===== src/rtl/result_drain_ctrl_pkg.sv =====
// result_drain_ctrl_pkg
//   Shared constants and types for the result drain path (and the load FSM
//   that reuses the index counter).
//   DRAIN_N        : default PE array dimension (N x N result RAMs)
//   DRAIN_C        : default ram_c address width
//   DRAIN_DW       : result word width, fixed fp32
//   BYTES_PER_WORD : UART bytes per result word
//   drain_state_t  : drain FSM states
package result_drain_ctrl_pkg;

  localparam int DRAIN_N        = 4;
  localparam int DRAIN_C        = 8;
  localparam int DRAIN_DW       = 32;
  localparam int BYTES_PER_WORD = 4;

  typedef enum logic [2:0] {
    IDLE,
    RD_WAIT,
    LATCH,
    SEND,
    WAIT_TX,
    ADV,
    FINISH
  } drain_state_t;

endpackage


===== src/rtl/result_drain_ctrl_if.sv =====
// result_drain_ctrl_if
//   Groups the result-RAM read bus and the UART TX handshake used while
//   draining results.
//   ram_c_addr     : per-PE read address (all entries carry the same value)
//   pe_row/pe_col  : select for the result read mux
//   ram_c_rdata    : muxed read data, valid one cycle after address/select
//   uart_tx_data   : byte to transmit
//   uart_send_data : one-cycle request to transmit uart_tx_data
//   uart_tx_done   : one-cycle pulse when the UART has sent the byte
//   master modport : drain controller side; slave modport : RAM/UART side
interface result_drain_ctrl_if
  import result_drain_ctrl_pkg::*;
#(
  parameter int N  = DRAIN_N,
  parameter int C  = DRAIN_C,
  parameter int DW = DRAIN_DW
);

  localparam int SEL_W = (N > 1) ? $clog2(N) : 1;

  logic [N*N-1:0][C-1:0] ram_c_addr;
  logic [SEL_W-1:0]      pe_row;
  logic [SEL_W-1:0]      pe_col;
  logic [DW-1:0]         ram_c_rdata;
  logic [7:0]            uart_tx_data;
  logic                  uart_send_data;
  logic                  uart_tx_done;

  modport master (
    output ram_c_addr,
    output pe_row,
    output pe_col,
    input  ram_c_rdata,
    output uart_tx_data,
    output uart_send_data,
    input  uart_tx_done
  );

  modport slave (
    input  ram_c_addr,
    input  pe_row,
    input  pe_col,
    output ram_c_rdata,
    input  uart_tx_data,
    input  uart_send_data,
    output uart_tx_done
  );

endinterface


===== src/rtl/result_drain_ctrl_drain_index_counter.sv =====
// drain_index_counter
//   Nested row / col / addr counter walking N x N PEs, seg_length words each,
//   row outermost and addr innermost.
//   clk, rst   : clock, asynchronous active-high reset
//   clear      : zero all three counters
//   advance    : step to the next (row, col, addr) position
//   seg_length : words per PE (must be >= 1 while advancing)
//   row, col   : current PE coordinates
//   addr       : current word address within the PE
//   last       : current position is the final word of the traversal
module drain_index_counter
  import result_drain_ctrl_pkg::*;
#(
  parameter int N = DRAIN_N,
  parameter int C = DRAIN_C
) (
  input  logic                                 clk,
  input  logic                                 rst,
  input  logic                                 clear,
  input  logic                                 advance,
  input  logic [C-1:0]                         seg_length,
  output logic [((N > 1) ? $clog2(N) : 1)-1:0] row,
  output logic [((N > 1) ? $clog2(N) : 1)-1:0] col,
  output logic [C-1:0]                         addr,
  output logic                                 last
);

  localparam int               SEL_W    = (N > 1) ? $clog2(N) : 1;
  localparam logic [SEL_W-1:0] LAST_SEL = SEL_W'(N - 1);

  logic addr_wrap;
  logic col_wrap;
  logic row_last;

  assign addr_wrap = (addr == (seg_length - C'(1)));
  assign col_wrap  = (col == LAST_SEL);
  assign row_last  = (row == LAST_SEL);
  assign last      = addr_wrap && col_wrap && row_last;

  // Odometer-style update: addr rolls into col, col rolls into row. After
  // the final word everything wraps back to zero.
  always_ff @(posedge clk or posedge rst) begin
    if (rst) begin
      row  <= '0;
      col  <= '0;
      addr <= '0;
    end else if (clear) begin
      row  <= '0;
      col  <= '0;
      addr <= '0;
    end else if (advance) begin
      if (addr_wrap) begin
        addr <= '0;
        if (col_wrap) begin
          col <= '0;
          row <= row_last ? '0 : row + 1'b1;
        end else begin
          col <= col + 1'b1;
        end
      end else begin
        addr <= addr + 1'b1;
      end
    end
  end

endmodule


===== src/rtl/result_drain_ctrl.sv =====
// result_drain_ctrl
//   Reads every word of the N x N PE result RAMs after a computation and
//   sends each 32-bit result to the UART as four bytes, MSB first.
//   clk, rst   : clock, asynchronous active-high reset
//   start      : one-cycle pulse that begins a drain (ignored while busy)
//   seg_length : words per PE RAM, latched on the accepted start
//   busy       : high while the FSM is out of IDLE
//   drain_done : one-cycle pulse after the last byte completes
//   bus        : result-RAM read bus and UART TX handshake (master side)
module result_drain_ctrl
  import result_drain_ctrl_pkg::*;
#(
  parameter int N  = DRAIN_N,
  parameter int C  = DRAIN_C,
  parameter int DW = DRAIN_DW
) (
  input  logic                   clk,
  input  logic                   rst,
  input  logic                   start,
  input  logic [7:0]             seg_length,
  output logic                   busy,
  output logic                   drain_done,
  result_drain_ctrl_if.master    bus
);

  localparam int         SEL_W     = (N > 1) ? $clog2(N) : 1;
  localparam logic [1:0] LAST_BYTE = 2'(BYTES_PER_WORD - 1);

  drain_state_t     state_q;
  drain_state_t     state_d;
  logic [C-1:0]     seg_len_q;
  logic [DW-1:0]    shreg_q;
  logic [1:0]       byte_idx_q;
  logic             drain_done_q;
  logic             cnt_clear;
  logic             cnt_advance;
  logic             cnt_last;
  logic [SEL_W-1:0] cnt_row;
  logic [SEL_W-1:0] cnt_col;
  logic [C-1:0]     cnt_addr;

  drain_index_counter #(
    .N (N),
    .C (C)
  ) u_index (
    .clk        (clk),
    .rst        (rst),
    .clear      (cnt_clear),
    .advance    (cnt_advance),
    .seg_length (seg_len_q),
    .row        (cnt_row),
    .col        (cnt_col),
    .addr       (cnt_addr),
    .last       (cnt_last)
  );

  // State register.
  always_ff @(posedge clk or posedge rst) begin
    if (rst) begin
      state_q <= IDLE;
    end else begin
      state_q <= state_d;
    end
  end

  // Next state plus counter control. A zero-length drain skips straight to
  // FINISH without touching the counters, so the read address stays put.
  always_comb begin
    state_d     = state_q;
    cnt_clear   = 1'b0;
    cnt_advance = 1'b0;
    unique case (state_q)
      IDLE: begin
        if (start) begin
          if (seg_length == 8'd0) begin
            state_d = FINISH;
          end else begin
            cnt_clear = 1'b1;
            state_d   = RD_WAIT;
          end
        end
      end
      RD_WAIT: state_d = LATCH;
      LATCH:   state_d = SEND;
      SEND:    state_d = WAIT_TX;
      WAIT_TX: begin
        if (bus.uart_tx_done) begin
          state_d = (byte_idx_q == LAST_BYTE) ? ADV : SEND;
        end
      end
      ADV: begin
        cnt_advance = 1'b1;
        state_d     = cnt_last ? FINISH : RD_WAIT;
      end
      FINISH:  state_d = IDLE;
      default: state_d = IDLE;
    endcase
  end

  // Byte shifter: load the word once the RAM data is valid, then move the
  // next byte into the top slot each time the UART reports a byte sent.
  // The byte index wraps naturally from 3 back to 0 at the end of a word.
  always_ff @(posedge clk or posedge rst) begin
    if (rst) begin
      seg_len_q    <= '0;
      shreg_q      <= '0;
      byte_idx_q   <= '0;
      drain_done_q <= 1'b0;
    end else begin
      drain_done_q <= (state_q == FINISH);
      if ((state_q == IDLE) && start) begin
        seg_len_q  <= C'(seg_length);
        byte_idx_q <= '0;
      end
      if (state_q == LATCH) begin
        shreg_q <= bus.ram_c_rdata;
      end
      if ((state_q == WAIT_TX) && bus.uart_tx_done) begin
        shreg_q    <= {shreg_q[DW-9:0], 8'h00};
        byte_idx_q <= byte_idx_q + 2'd1;
      end
    end
  end

  assign busy               = (state_q != IDLE);
  assign drain_done         = drain_done_q;
  assign bus.uart_send_data = (state_q == SEND);
  assign bus.uart_tx_data   = shreg_q[DW-1 -: 8];
  assign bus.ram_c_addr     = {(N*N){cnt_addr}};
  assign bus.pe_row         = cnt_row;
  assign bus.pe_col         = cnt_col;

endmodule


===== src/flat_wrapper.sv =====
// flat-port wrapper written by rule: the top's interface ports become plain ports
module result_drain_ctrl_flat import result_drain_ctrl_pkg::*;
#(
  parameter int N  = DRAIN_N,
  parameter int C  = DRAIN_C,
  parameter int DW = DRAIN_DW
)
  (clk, rst, start, seg_length, busy, drain_done, bus_ram_c_addr, bus_pe_row, bus_pe_col, bus_ram_c_rdata, bus_uart_tx_data, bus_uart_send_data, bus_uart_tx_done);
  result_drain_ctrl_if #(.N(N), .C(C), .DW(DW)) bus_i ();
  input  logic clk;
  input  logic rst;
  input  logic start;
  input  logic [7:0] seg_length;
  output logic busy;
  output logic drain_done;
  output wire logic [$bits(bus_i.ram_c_addr)-1:0] bus_ram_c_addr;
  output wire logic [$bits(bus_i.pe_row)-1:0] bus_pe_row;
  output wire logic [$bits(bus_i.pe_col)-1:0] bus_pe_col;
  input wire logic [$bits(bus_i.ram_c_rdata)-1:0] bus_ram_c_rdata;
  output wire logic [$bits(bus_i.uart_tx_data)-1:0] bus_uart_tx_data;
  output wire logic [$bits(bus_i.uart_send_data)-1:0] bus_uart_send_data;
  input wire logic [$bits(bus_i.uart_tx_done)-1:0] bus_uart_tx_done;
  assign bus_ram_c_addr = bus_i.ram_c_addr;
  assign bus_pe_row = bus_i.pe_row;
  assign bus_pe_col = bus_i.pe_col;
  assign bus_i.ram_c_rdata = bus_ram_c_rdata;
  assign bus_uart_tx_data = bus_i.uart_tx_data;
  assign bus_uart_send_data = bus_i.uart_send_data;
  assign bus_i.uart_tx_done = bus_uart_tx_done;
  result_drain_ctrl #(.N(N), .C(C), .DW(DW)) u_core (.clk(clk), .rst(rst), .start(start), .seg_length(seg_length), .busy(busy), .drain_done(drain_done), .bus(bus_i));
endmodule

===== config.mk =====
export PLATFORM = sky130hd
export DESIGN_NAME = result_drain_ctrl_flat
export DESIGN_NICKNAME = d
export VERILOG_FILES = /design/src/rtl/result_drain_ctrl_pkg.sv /design/src/rtl/result_drain_ctrl_if.sv /design/src/rtl/result_drain_ctrl_drain_index_counter.sv /design/src/rtl/result_drain_ctrl.sv /design/src/flat_wrapper.sv
export SDC_FILE = /design/constraint.sdc
export NUM_CORES = 1
export LEC_CHECK = 0
export ABC_AREA = 1
export CAP_MARGIN = 25
export CORE_MARGIN = 4
export CORE_UTILIZATION = 46
export DETAILED_ROUTE_END_ITERATION = 12
export PLACE_DENSITY = 0.88
export SLEW_MARGIN = 10
export SYNTH_ARGS = -nofsm -noshare
export SYNTH_HDL_FRONTEND = slang
export SYNTH_SLANG_ARGS = --single-unit

===== constraint.sdc =====
create_clock -name clk -period 3.65 [get_ports clk]
set_clock_uncertainty 0.15 [all_clocks]
set_input_delay 0.73 -clock clk [delete_from_list [all_inputs] [get_ports clk]]
set_output_delay 0.73 -clock clk [all_outputs]
set_load 0.02 [all_outputs]

; Yosys cells after proc, flatten, opt, wreduce, memory -nomap -nowiden
; Cells that the tools add are included.
[word_totals]
register_bits = 58
latchBits = 0
ramBits = 0
romBits = 0
in_bits = 44
out_inout_bits = 143
wordCells = 66
mem_count = 0
[op_classes]
n_addsub = 5
mul = 0
div_mod_pow = 0
magnitude_cmp = 0
eq_ne = 12
shifts = 0
muxes = 26
bitwise = 0
n_reduce_logical = 15
[op_table]
columns = cell, count
row1 = $mux W32, 2
row2 = $mux W8, 3
row3 = $mux W2, 11
row4 = $pmux W3 S6, 1
row5 = $mux W3, 5
row6 = $reduce_bool A2 Y1, 5
row7 = $eq A3 B3 Y1 const B, 3
row8 = $add A8 B1 Y8 const B, 1
row9 = $eq A8 B8 Y1, 1
row10 = $logic_not A8 Y1, 1
row11 = $sub A8 B1 Y8 const B, 1
row12 = $add A2 B1 Y2 const B, 3
row13 = $eq A2 B2 Y1 const B, 3
row14 = $eq A3 B2 Y1 const B, 2
row15 = $logic_and A1 B1 Y1, 4
row16 = $mux W1, 4
row17 = $ne A2 B2 Y1 const B, 2
row18 = $reduce_and A2 Y1, 2
row19 = $eq A3 B1 Y1 const B, 1
row20 = $logic_not A3 Y1, 1
row21 = $reduce_and A3 Y1, 1
row22 = $reduce_bool A3 Y1, 1

; Longest topological paths before layout
; Gate-level depths: netlist of run 1.
[depth]
depth_word = 6
depth_mapped = 14
depth_no_buf = 14

; By module
; A second synthesis of run 1 with hierarchy kept.
[unflattened]
cells_unflattened = 522
area_unflattened_um2 = 4026.4
[by_module_without_submodules]
columns = mod, instances, cells_per_inst, area_per_inst_um2, seq_area_each_um2
row1 = result_drain_ctrl, 1, 387, 3106.7, 1151.1
row2 = drain_index_counter, 1, 135, 919.6, 300.3

; Worst setup path before layout of run 1
; No wires, ideal clock.
[synth_timing]
path_kind = reg2out
from = register u_core.state_q[1]
to = output bus_uart_send_data
arrival_time_ns = 1.032
required_ns = 2.770
slack_ns = 1.738
stages_incl_launch_ff = 3
n_path_buf = 0
path_cell_list = dfrtp_1 inv_2 nor3_1
[synth_between]
elab_chain_cells = 1
[synth_lines]
columns = element, line_no
row1 = "start, declared", result_drain_ctrl.sv:29  ; drain_state_t state_q;
row2 = "start signal, assigned", result_drain_ctrl.sv:62  ; state_q <= state_d;
row3 = $eq A3 B2 Y1, result_drain_ctrl.sv:127  ; assign bus.uart_send_data = (state_q == SEND);
row4 = "end, declared", flat_wrapper.sv:21  ; output wire logic [$bits(bus_i.uart_send_data)-1:0] bus_uart_send_data;
; No other way between the ends.

; Final worst setup path of run 1
[layout_timing]
from = register u_core.state_q[0]
to = output bus_uart_send_data
; The elaborated chain is that of the path after synthesis.

==> impl_results.md, run 1 <==
- Nets: 641
- Initial antenna violation count: 0
- Library cells used by synthesis: 31
- Final hold vios: 0
- H-tree levels: 3
- Post-synthesis cell area: roughly 4100 um2
- # hold bufs at CTS: 0
- Syn avg cell area: 7.68 um2
- Routed wire length: approximately 9.4 mm
- Largest delay share family, worst path: buffers and inverters
- Diodes inserted: 0
- Clock buffer depth: 2
- Max transition margin: 58.1%
- Cell taking the most area after synthesis: dfrtp_1
- Die Width: around 100 um
- Power Density: 749 nW/um2
- Worst Path Arrival: approximately 1.9 ns
- Final setup violating endpoints: 0
- Vias in the first global route: 3068
- CP Buf/Inv Count: 2
- Startpoint Class: register
- Starting Density: a little under half
- Ports: ~190
- CP peak stage delay: roughly 0.67 ns
- Drt drc: 0
- First drt pass iteration count: 4
- Core area: between 8000 and 9000 um2
- Clock latency on the worst-skew pair: 0.34 ns
- CTS tree: built
- Critical Path RT: between 2 and 3 ns
- Fillcell total: ~760
- Max FO, Critical Path: 5
- Tcrit/Tclk final: between 70% and 80%
- Outcome: finished, final reports clean
- Port Buffers: between 150 and 200
- Starting DRT DRC Count: roughly 210
- Dpl ws: slightly above 1 ns
- Vias post-DR: around 3400
- Register area: roughly 1500 um2
- Area of the die: between 10000 and 15000 um2
- Routability cong.: ~0.9
- #FFs+latches synth: 58
- CTS Buf Count: 9
- Final min period: between 2 and 3 ns
- Synth top area share: 35.4%
- First-pass GRT wire length: 14.7 mm
- Fraction of final layout cells sized beyond drive strength 1: 8.54%
- F_max: ~0.36 GHz
- CTS resizes: 0
- Final ANT Viol Nets: 0
- Root buf cell: clkbuf_8
- Worst slew pin tran: between 0.6 and 0.7 ns
- Critical-path top delay cell: clkdlybuf4s50_1
- Worst hold path class: register to register
- Slew Viols, Final: 0
- Crit path cell chain: inv_2 > nor3_1 > clkdlybuf4s50_1
- Std-Cell Rows: 34
- Pin count of the biggest net entering global routing: 36
- Ys Warns: 0
- Post-DR vias/cell: 4.78
- RSZ-0062 raised after global routing: no
- Seq/Total Area, Yosys: a little over a third
- Pleak: ~2.4 nW
- Gr ovfl total: 0
- CP endpoint kind: output port
- Top cells by area, synth: dfrtp_1, buf_4, nand2_1
- Clock transition at path regs: about 0.07 ns
- DP HPWL: just over 7 mm
- Layout area overhead: 30.0%
- Synth Instances: between 500 and 600
- Setup TNS: 0 ns
- CTS sink cnt: 58
- VDD IR-drop max: 0.346 mV
- Max Cap Viol: 0
- Routed wire length per instance: 13.3 um
- Area occupied by multi-input gates: between 1000 and 1500 um2
- Total GRT Usage: 17.7%
- Placed Instances: ~690
- Die height: 102 um
- Setup bufs post-CTS: 0
- Critical path class: register to output port
- Final Non-Filler Cells: roughly 710
- Syn Nets: 583
- Final worst slack: about 0.90 ns
==> per-layer routing <==
metal / GRT usage [%] / share of wire (%) / vias up
met5: 0 / 0 / -
met1: 21.2 / 39 / 1551
met4: 5.05 / 0.95 / 0
met3: 4.98 / 9.3 / 6
met2: 31.1 / 51 / 137
li1: - / - / 1678
==> area by class of cell <==
| class | instances | area share, % |
|---|---|---|
| clock inverters | 7 | 2.35 |
| clock buffers | 9 | 2.32 |
| well taps | 108 | 2.54 |
| flip-flops and latches | 58 | 27.2 |
| inverters | 46 | 3.24 |
| repair buffers | 188 | 35.2 |
| multi-input cells | 289 | 27.1 |
==> sequential cells by signal, summed over array words and instances, names as in the netlist <==
name                 cells
u_core.byte_idx_q        2
u_core.drain_done        1
u_core.seg_len_q         8
u_core.shreg_q          32
u_core.state_q           3
u_core.u_index.addr      8
u_core.u_index.col       2
u_core.u_index.row       2
==> cells by family after synthesis <==
logic type / after synthesis / share of synthesized area [%]
AND/OR/NAND/NOR: 247 / 28.5
buffers and inverters: 187 / 29.4
XOR/XNOR: 3 / 0.641
adder cells (fa/ha/maj): 5 / 1.53
flip-flops: 58 / 35.4
AO/OA/AOI/OAI: 34 / 4.55
==> cells in the mapped netlist <==
master       n
inv_1       36
o21ai_1      7
inv_2       10
nor2_1      16
nor3_4       2
buf_4      128
nand2_8      1
nor2_4       4
nor4_1       1
o2111ai_1    1
buf_2       12
o31ai_1      1
buf_6        1
nand3_2      4
nand3_1     68
nand2_4      4
o22ai_1      1
o211ai_1     1
nor3_1       3
nor2_2       4
o21ai_0     12
xor2_1       1
a21oi_1      9
nand4_1      3
xnor2_1      2
nand2_2      3
o21a_1       1
ha_1         5
dfrtp_1     58
nand2_1    134
o311ai_0     1
==> final timing paths <==
check | startpoint | end | slack, ns | depth (start not counted)
max in group asynchronous | rst | u_core.shreg_q[6] | 1.92 | 3
setup reg to reg | u_core.state_q[0] | u_core.shreg_q[24] | 1.47 | 6
setup / recovery | u_core.state_q[0] | bus_uart_send_data | 0.90 | 3
min in group asynchronous | rst | u_core.u_index.addr[4] | 0.63 | 2
hold reg to reg | u_core.byte_idx_q[0] | u_core.byte_idx_q[0] | 0.34 | 1
hold / removal | u_core.byte_idx_q[0] | u_core.byte_idx_q[0] | 0.34 | 1
==> cell usage in the layout (no fill, tap or decap), types with 4 or more instances in the layout <==
cell / count
clkdlybuf4s50_1: 186
inv_2: 11
nor2_4: 4
clkbuf_8: 9
nand2_1: 134
nand3_2: 4
o21ai_1: 7
nand2_4: 4
nor2_2: 4
nor2_1: 16
ha_1: 5
o21ai_0: 12
dfrtp_1: 58
inv_1: 35
nand3_1: 68
a21oi_1: 9
==> through the flow <==
stage | util [%] | hold WS (ns) | power (mW) | cell area [um2]
6_report | 61.4 | 0.341 | 3.99 | 5330
4_1_cts | 61.4 | 0.342 | 4.03 | 5330
3_5_place_dp | 58.5 | 0.327 | 3.27 | 5080
2_1_floorplan | - | 0.305 | 2.77 | 4100
3_3_place_gp | 58.5 | 0.322 | 3.18 | 5080
5_1_grt | 61.4 | 0.375 | 4.30 | 5330
==> report_power, final <==
part           total, mW  switching, mW  internal [mW]  leakage [nW]
clock network      0.748          0.287          0.461         0.124
logic               2.06           1.18          0.879          1.52
registers           1.18          0.273          0.912         0.741
(Power assumes the default switching activity.)
==> run 2: changes to the inputs <==
--- a/config.mk
+++ b/config.mk
@@ -8,9 +8,9 @@
 export ABC_AREA = 1
 export CAP_MARGIN = 25
 export CORE_MARGIN = 4
-export CORE_UTILIZATION = 46
+export CORE_UTILIZATION = 42
 export DETAILED_ROUTE_END_ITERATION = 12
-export PLACE_DENSITY = 0.88
+export PLACE_DENSITY = 0.81
 export SLEW_MARGIN = 10
 export SYNTH_ARGS = -nofsm -noshare
 export SYNTH_HDL_FRONTEND = slang
==> constraint.sdc (replaced) <==
create_clock -name clk -period 2.65 [get_ports clk]
set_clock_uncertainty 0.15 [all_clocks]
set_input_delay 0.53 -clock clk [delete_from_list [all_inputs] [get_ports clk]]
set_output_delay 0.53 -clock clk [all_outputs]
set_load 0.02 [all_outputs]
==> run 2 against run 1 <==
Compared with the run above:
- worst hold slack improved by 0.0030 ns
- critical path depth decreased by 2
- clock-buffer cell count unchanged
- via count increased by 2.5%
- sequential share of layout area about the same
==> impl_results.md, run 2 (synthesized netlist as in run 1, its figures left out) <==
- Drt drc: 0
- First-pass GRT wire length: 15.5 mm
- Diodes inserted: 0
- RSZ-0062 raised after global routing: no
- Most frequent cells in the layout: clkdlybuf4s50_1, nand2_1, nand3_1
- Area of the die: about 11000 um2
- Port Buffers: about 190
- Clock transition at path regs: approximately 0.07 ns
- Area occupied by multi-input gates: about 1400 um2
- Std-Cell Rows: 35
- Max transition margin: between 50% and 60%
- Pin count of the biggest net entering global routing: 36
- Total GRT Usage: approximately 17%
- CTS sink cnt: between 50 and 60
- # hold bufs at CTS: 0
- Register area: 1450 um2
- Initial antenna violation count: 0
- Setup slack on the worst flop-to-flop path: roughly 0.54 ns
- Critical Path RT: 1.97 ns
- Min-Delay Endpoint: u_core.byte_idx_q[0]
- CP endpoint kind: output port
- Crit path cell chain: clkdlybuf4s50_1
- Worst hold path class: register to register
- Starting DRT DRC Count: around 170
- Hold Startpoint: u_core.byte_idx_q[0]
- Routed wire length: ~9.7 mm
- Root buf cell: clkbuf_8
- Outcome: finished, final reports clean
- Worst Hold Depth: 1
- Vias in the first global route: ~3200
- Critical-path top delay cell: clkdlybuf4s50_1
- Startpoint Class: register
- Max reg flops: 32
- CP peak stage delay: roughly 0.74 ns
- Routability cong.: 0.840
- Final hold vios: 0
- First drt pass iteration count: 5
- Die height: around 110 um
- Die Width: 107 um
- Worst Path Arrival: 1.80 ns
- Tcrit/Tclk final: between 90 and 100%
- H-tree levels: 3
- CP Buf/Inv Count: 1
- CTS resizes: 0
- Vias post-DR: about 3500
- Final setup violating endpoints: 0
- DP HPWL: about 7.4 mm
- Nets: 643
- Setup TNS: 0 ns
- F_max: roughly 0.4 GHz
- Final ANT Viol Nets: 0
- Slew Viols, Final: 0
- Biggest regs: u_core.shreg_q x32, u_core.seg_len_q x8, u_core.u_index.addr x8
- Ports: ~190
- Fillcell total: 838
- Reg2Reg Depth: 14
- Final min period: about 2.5 ns
- Starting Density: a little over two fifths
- Core area: 9370 um2
- Power, Total: about 5.3 mW
- Worst slew pin tran: between 0.6 and 0.7 ns
- Max FO, Critical Path: 20
- Gr ovfl total: 0
- Power Density: between 900 and 1000 nW/um2
- Layout area overhead: 30.1%
- Routed wire length per instance: between 10 and 15 um
- Post-DR vias/cell: 4.75
- Max Cap Viol: 0
- Clock latency on the worst-skew pair: approximately 0.34 ns
- Clock buffer depth: 2
- Pleak: ~2.4 nW
- Leading cell type in the layout, fill and taps excluded: clkdlybuf4s50_1
- R2r startpoint: u_core.seg_len_q[0]
- Largest delay share family, worst path: buffers and inverters
- Fraction of final layout cells sized beyond drive strength 1: around 8.8%
- Top reg by flops: u_core.shreg_q
- CP startpoint: u_core.u_index.addr[0]
- CTS tree: built
- VDD IR-drop max: ~0.53 mV
- Critical path class: register to output port
- Critical R2R Capture: u_core.u_index.row[1]
- Setup bufs post-CTS: 0
- CTS Buf Count: 9
==> run 2: area by class of cell <==
cell class	count	area share (%)
clock inverters	7	1.48
inverters	46	3.23
multi-input cells	289	27.1
repair buffers	190	35.7
well taps	129	3.02
clock buffers	9	2.32
flip-flops and latches	58	27.2
==> run 2: layer usage <==
layer | global-route usage (%) | share of wire, % | up-vias
met5 | 0 | 0 | -
met4 | 4.93 | 1.2 | 0
met3 | 5.30 | 9.7 | 13
met2 | 30.2 | 51 | 165
met1 | 18.4 | 38 | 1592
li1 | - | - | 1685
==> run 2: worst max-delay path by stage <==
stage                     slack, ns                     end  cells past startpoint
after global routing           0.04      bus_ram_c_addr[56]                      1
final                          0.17      bus_ram_c_addr[24]                      1
after floorplan                0.54    u_core.byte_idx_q[0]                      1
after global placement         0.36  u_core.u_index.addr[2]                     10
after CTS                      0.12     bus_ram_c_addr[120]                      1
after detailed placement       0.33  u_core.u_index.addr[2]                     10
==> run 2: where the power goes <==
group | switching (mW) | internal [mW] | leakage [nW] | total [mW]
combinational | 1.64 | 1.22 | 1.54 | 2.85
clock | 0.392 | 0.440 | 0.0921 | 0.832
sequential | 0.379 | 1.26 | 0.741 | 1.63
==> run 2: through the flow <==
step / setup WS [ns] / hold WS [ns] / utilization (%) / cell area, um2 / instances
2_1_floorplan: 0.542 / 0.305 / - / 4100 / 534
3_3_place_gp: 0.364 / 0.320 / 54.8 / 5130 / 712
3_5_place_dp: 0.335 / 0.331 / 54.8 / 5130 / 712
4_1_cts: 0.124 / 0.341 / 57.0 / 5340 / 728
5_1_grt: 0.0392 / 0.372 / 57.0 / 5340 / 728
6_report: 0.173 / 0.344 / 57.0 / 5340 / 728
